<file path="src/rtl/if_fetch_seq.sv">
// if_fetch_seq: RV32IC fetch sequencer. Converts pc_i into I-cache word reads,
// realigns 16/32-bit instructions (including word-straddling 32-bit ones) and
// presents them on a valid/ready handshake.
// Optional macro IF_LINE_REUSE_EN: keep the line buffer valid across handshakes so
// one word read can serve two compressed instructions. Undefined: the buffer is
// invalidated on every handshake.
module if_fetch_seq #(
    parameter int unsigned PC_W     = 32,
    parameter logic [31:0] NOP_INST = 32'h00000013
) (
    input  logic            clk,
    input  logic            rst_n,
    input  logic [PC_W-1:0] pc_i,
    input  logic            flush_i,
    input  logic            inst_ready_i,
    output logic            inst_valid_o,
    output logic [31:0]     inst_o,
    output logic            compressed_o,
    output logic            ic_read_o,
    output logic [PC_W-3:0] ic_addr_o,
    input  logic [31:0]     ic_rdata_i,
    input  logic            ic_stall_i
);

    typedef enum logic {StRun, StReq} state_e;

    state_e          r_state;
    logic            r_ic_read;
    logic [PC_W-3:0] r_ic_addr;
    logic [31:0]     r_buf_word;
    logic [PC_W-3:0] r_buf_addr;
    logic            r_buf_v;
    logic [15:0]     r_hi_hw;
    logic [PC_W-3:0] r_hi_addr;
    logic            r_hi_v;

    logic [PC_W-3:0] w_word;
    logic [PC_W-3:0] w_word_nxt;
    logic            w_hit;
    logic            w_strad_done;
    logic [15:0]     w_lo_hw;
    logic [15:0]     w_up_hw;
    logic            w_valid;
    logic [31:0]     w_inst;
    logic            w_comp;
    logic            w_need_hi;
    logic            w_miss;
    logic            w_unused;

    assign w_word       = pc_i[PC_W-1:2];
    assign w_word_nxt   = w_word + {{(PC_W-3){1'b0}}, 1'b1};
    assign w_hit        = r_buf_v && (r_buf_addr == w_word);
    // Upper half of a straddling instruction is sitting in the buffer, lower half in hold reg.
    assign w_strad_done = pc_i[1] && r_hi_v && (r_hi_addr == w_word) &&
                          r_buf_v && (r_buf_addr == w_word_nxt);
    assign w_lo_hw      = r_buf_word[15:0];
    assign w_up_hw      = r_buf_word[31:16];
    assign w_unused     = pc_i[0];

    // Decode what the buffered state can deliver for the current PC.
    always_comb begin
        w_valid   = 1'b0;
        w_inst    = NOP_INST;
        w_comp    = 1'b0;
        w_need_hi = 1'b0;
        w_miss    = 1'b0;
        if (r_state == StRun) begin
            if (w_strad_done) begin
                w_valid = 1'b1;
                w_inst  = {w_lo_hw, r_hi_hw};
            end else if (w_hit && !pc_i[1]) begin
                w_valid = 1'b1;
                if (w_lo_hw[1:0] != 2'b11) begin
                    w_comp = 1'b1;
                    w_inst = {16'h0000, w_lo_hw};
                end else begin
                    w_inst = r_buf_word;
                end
            end else if (w_hit && (w_up_hw[1:0] != 2'b11)) begin
                w_valid = 1'b1;
                w_comp  = 1'b1;
                w_inst  = {16'h0000, w_up_hw};
            end else if (w_hit) begin
                w_need_hi = 1'b1;
            end else begin
                w_miss = 1'b1;
            end
        end
        // A redirect suppresses delivery and any new read this cycle.
        if (flush_i) begin
            w_valid   = 1'b0;
            w_need_hi = 1'b0;
            w_miss    = 1'b0;
        end
    end

    assign inst_valid_o = w_valid;
    assign inst_o       = w_valid ? w_inst : NOP_INST;
    assign compressed_o = w_valid & w_comp;
    assign ic_read_o    = r_ic_read;
    assign ic_addr_o    = r_ic_addr;

    // Sequencer state, read request, line buffer and halfword hold register.
    always_ff @(posedge clk) begin
        if (!rst_n) begin
            r_state   <= StRun;
            r_ic_read <= 1'b0;
            r_ic_addr <= '0;
            r_buf_v   <= 1'b0;
            r_hi_v    <= 1'b0;
        end else begin
            unique case (r_state)
                StRun: begin
                    if (w_need_hi) begin
                        r_hi_hw   <= w_up_hw;
                        r_hi_addr <= w_word;
                        r_hi_v    <= 1'b1;
                        r_ic_addr <= w_word_nxt;
                        r_ic_read <= 1'b1;
                        r_state   <= StReq;
                    end else if (w_miss) begin
                        r_ic_addr <= w_word;
                        r_ic_read <= 1'b1;
                        r_state   <= StReq;
                    end
`ifndef IF_LINE_REUSE_EN
                    if (w_valid && inst_ready_i) begin
                        r_buf_v <= 1'b0;
                    end
`endif
                end
                StReq: begin
                    if (!ic_stall_i) begin
                        r_buf_word <= ic_rdata_i;
                        r_buf_addr <= r_ic_addr;
                        r_buf_v    <= 1'b1;
                        r_ic_read  <= 1'b0;
                        r_state    <= StRun;
                    end
                end
            endcase
            if (flush_i) begin
                r_hi_v <= 1'b0;
            end
        end
    end

endmodule
</file>
<file path="config.mk">
export PLATFORM = sky130hd
export DESIGN_NAME = if_fetch_seq
export DESIGN_NICKNAME = d
export VERILOG_FILES = /design/src/rtl/if_fetch_seq.sv
export SDC_FILE = /design/constraint.sdc
export NUM_CORES = 1
export LEC_CHECK = 0
export ABC_AREA = 0
export CAP_MARGIN = 20
export CORE_UTILIZATION = 54
export CTS_CLUSTER_SIZE = 16
export DETAILED_ROUTE_END_ITERATION = 10
export GPL_ROUTABILITY_DRIVEN = 0
export PLACE_DENSITY_LB_ADDON = 0.08
export SLEW_MARGIN = 10
export SYNTH_ARGS = -nofsm -noshare
export SYNTH_HDL_FRONTEND = slang
export SYNTH_SLANG_ARGS = --single-unit
</file>
<file path="constraint.sdc">
create_clock -name clk -period 5.2 [get_ports clk]
set_input_delay 1.04 -clock clk [delete_from_list [all_inputs] [get_ports clk]]
set_output_delay 1.04 -clock clk [all_outputs]
set_load 0.01 [all_outputs]
</file>
==> flow_summary.json <==
{
  "arrival_ns": 4.19,
  "cts_tree": "done",
  "max_cap_viol_count": 0,
  "r2r_setup_slack_ns": 0.37,
  "startpoint": "pc_i[11]",
  "worst_slack_ns": -0.0330,
  "syn_area_mm2": 0.00791,
  "nets": 1126,
  "slowest_delay_ns": 0.44,
  "die-height_um": 123,
  "grt_pass1_vias": 7622,
  "synth_common_cells": "edfxtp_1, nand2_1, xor2_1",
  "cts_sinks": 142,
  "path_clk_slew_ns": 0.06,
  "ys_types": 69,
  "period_share": 1.01,
  "worstMarginPinSlew_ns": 0.813,
  "path_cells": "clkbuf_2, nand4_4, nor4_4, buf_4, buf_4, nand4_1, o2bb2a_1, nand4_1, nor4_4, buf_4, buf_12, buf_4, buf_4, a32oi_1, nor3_1, buf_2",
  "critPathCaptureType": "output port",
  "final-hold-violation-count": 0,
  "port-buffer-count": 132,
  "cp.depth": 16,
  "antenna_found_initial": 0,
  "drv_slew": 0,
  "status": "finished, violations left",
  "ys_warn_count": 0,
  "post_drt_wl_per_cell_um": 22.6,
  "cts_buffers": 17,
  "drive_above_1_share": 0.307,
  "p_leak_nw": 4.58,
  "viasPerCell": 6.45,
  "hold_class": "flop to flop",
  "antenna_cells": 0,
  "start_kind": "input port",
  "dpl.hpwl_um": 17500,
  "fmax_mhz": 191,
  "grt-ovfl-total": 0,
  "r2r-start": "r_buf_addr[26]$_DFFE_PP_",
  "clk_latency_ns": 0.44,
  "period_needed_ns": 5.23,
  "synth_most_common_cell": "edfxtp_1",
  "ctsHoldBuffers": 0,
  "core_mm2": 0.0141,
  "yosysSeqAreaShare": 0.496,
  "htreeDepth": 4,
  "async_flop_share": 0,
  "ir_drop_mv": 0.242,
  "cp_slowest_cell": "nor4_4",
  "cts_root_buf": "clkbuf_16",
  "p_per_area_mw_per_mm2": 251,
  "fillers": 813,
  "ys_ff_latch": 142,
  "required_ns": 4.16,
  "synth_fp_nets": 826,
  "yosysTopAreaCellShare": 0.410,
  "area_delta_synth_final_pct": 46.5,
  "worstSetupPathType": "input port to output port",
  "timing.rr.end": "ic_addr_o[1]$_SDFFE_PN0P_",
  "drt_wl_total_um": 28300,
  "vias": 8055,
  "synth_flop_cell": "edfxtp_1",
  "cp_max_fo": 6,
  "fin_worst_skew_ns": 0.00739,
  "relSlewSlack": 0.453,
  "avgSynthCellArea_um2": 10.5,
  "route.detailed.drc": 0,
  "synth.area.top_cells": "edfxtp_1, dfxtp_1, xor2_1",
  "die_area_mm2": 0.0151,
  "reg2reg_depth": 26,
  "track_usage": 0.352,
  "dieWidth_um": 123,
  "synth-edff-count": 108,
  "crit_top_cell": "buf_4",
  "grt_max_degree": 40,
  "worstSetupEndpoint": "inst_o[30]",
  "finalSetupTns_ns": -0.0330,
  "grt_pass1_wl_um": 39600,
  "cpLargestDelayFamily": "simple AND/OR/NAND/NOR gates",
  "syn_inst": 756,
  "finalPower_w": 0.00291,
  "path_buf_inv": 8,
  "ctsLongestPathBuffers": 2,
  "drtPass1Iterations": 8,
  "fp-row-count": 43,
  "setup_viol": 1,
  "initial_core_util": 0.561,
  "pin_count": 134,
  "yosysTopAreaCell": "edfxtp_1",
  "ant_nets": 0,
  "violations": "setup timing",
  "drt_iter0_markers": 1145
}
worst reg2reg max path, delay by kind of cell (launching register included):
family	cells	cell delay, ns
AO/OA/AOI/OAI	3	0.53
multiplexers	1	0.19
XOR/XNOR	1	0.18
flip-flops	1	0.46
buffers and inverters	18	2.35
AND/OR/NAND/NOR	3	1.03
final cells by class:
type                    instances  area [um^2]  share of cell area
flip-flops and latches        142         3920               0.339
inverters                      10         37.5             0.00324
clock inverters                10         71.3             0.00615
well taps                     180          225              0.0194
multi-input cells             546         3920               0.338
repair buffers                339         2890               0.250
clock buffers                  22          517              0.0446
report_power, final:
| part | total, W | switching, W | internal [W] |
|---|---|---|---|
| registers | 0.00127 | 0.0000213 | 0.00125 |
| logic | 0.000435 | 0.000219 | 0.000215 |
| clock network | 0.00120 | 0.000495 | 0.000707 |
through the flow:
| stage | worst slack [ns] | std cells | utilization | hold slack (ns) | area [um^2] |
|---|---|---|---|---|---|
| after CTS | -0.107 | 1223 | 0.799 | 0.459 | 11300 |
| after global placement | -0.371 | 1151 | 0.731 | 0.436 | 10300 |
| final | -0.0330 | 1249 | 0.822 | 0.461 | 11600 |
| after detailed placement | -0.497 | 1151 | 0.731 | 0.444 | 10300 |
| after floorplan | 0.690 | 756 | - | 0.441 | 7910 |
| after global routing | -0.126 | 1249 | 0.822 | 0.476 | 11600 |
flip-flops by register name, indices dropped and copies added, names as in the netlist:
| signal | count |
|---|---|
| ic_addr_o | 30 |
| ic_read_o | 1 |
| r_buf_addr | 30 |
| r_buf_v | 1 |
| r_buf_word | 32 |
| r_hi_addr | 30 |
| r_hi_hw | 16 |
| r_hi_v | 1 |
| r_state | 1 |
worst min-delay path by stage:
stage	start	endpoint	slack (ns)	depth (start not counted)
after floorplan	r_buf_word[20]$_DFFE_PP_	r_hi_hw[4]$_DFFE_PP_	0.44	0
after global placement	ic_addr_o[2]$_SDFFE_PN0P_	r_buf_addr[2]$_DFFE_PP_	0.44	0
after detailed placement	ic_addr_o[16]$_SDFFE_PN0P_	r_buf_addr[16]$_DFFE_PP_	0.44	0
after CTS	ic_addr_o[22]$_SDFFE_PN0P_	r_buf_addr[22]$_DFFE_PP_	0.46	0
after global routing	ic_addr_o[16]$_SDFFE_PN0P_	r_buf_addr[16]$_DFFE_PP_	0.48	0
final	ic_addr_o[22]$_SDFFE_PN0P_	r_buf_addr[22]$_DFFE_PP_	0.46	0
timing repair:
action                     4_1_cts  5_1_grt
gates resized for setup        128       83
setup endpoints to repair       34       65
cloned                           0        4
pin swaps                       15       21
setup buffers                   40       24
metal layers:
metal,GRT usage,wire [um],up-vias
li1,-,-,3426
met1,0.429,10600,3789
met2,0.578,13000,665
met3,0.0881,3050,175
met4,0.184,1630,0
met5,0,0,-
layout by cell type, fill, tap and decap left out, drive strengths merged, types with 5 or more instances in the layout:
cell type | synthesis | routed
a2111oi | 5 | 5
a21oi | 8 | 8
a22o | 13 | 13
a31oi | 20 | 20
a32oi | 16 | 16
and3 | 5 | 5
and4 | 5 | 5
buf | 37 | 218
clkbuf | 21 | 44
clkdlybuf4s15 | 0 | 5
clkdlybuf4s50 | 0 | 70
dfxtp | 34 | 34
dlygate4sd2 | 0 | 17
dlymetal6s2s | 0 | 7
edfxtp | 108 | 108
inv | 10 | 14
mux2i | 35 | 35
nand2 | 95 | 95
nand2b | 6 | 6
nand3 | 24 | 24
nand4 | 37 | 37
nor2 | 36 | 36
nor2b | 7 | 7
nor3 | 49 | 49
nor4 | 16 | 16
o21ai | 9 | 9
or3 | 8 | 8
or4 | 6 | 6
xnor2 | 37 | 37
xor2 | 58 | 58
cells by family (layout without fill, tap and decap cells):
logic type | after synthesis | after routing | synth area share
simple gates | 311 | 311 | 0.209
buf+inv | 68 | 381 | 0.0403
flops | 142 | 142 | 0.496
fa+ha+maj | 1 | 1 | 0.00158
compound gates | 102 | 102 | 0.0998
mux | 36 | 36 | 0.0457
xor+xnor | 96 | 96 | 0.108
Power figures use the tool's default switching activity.
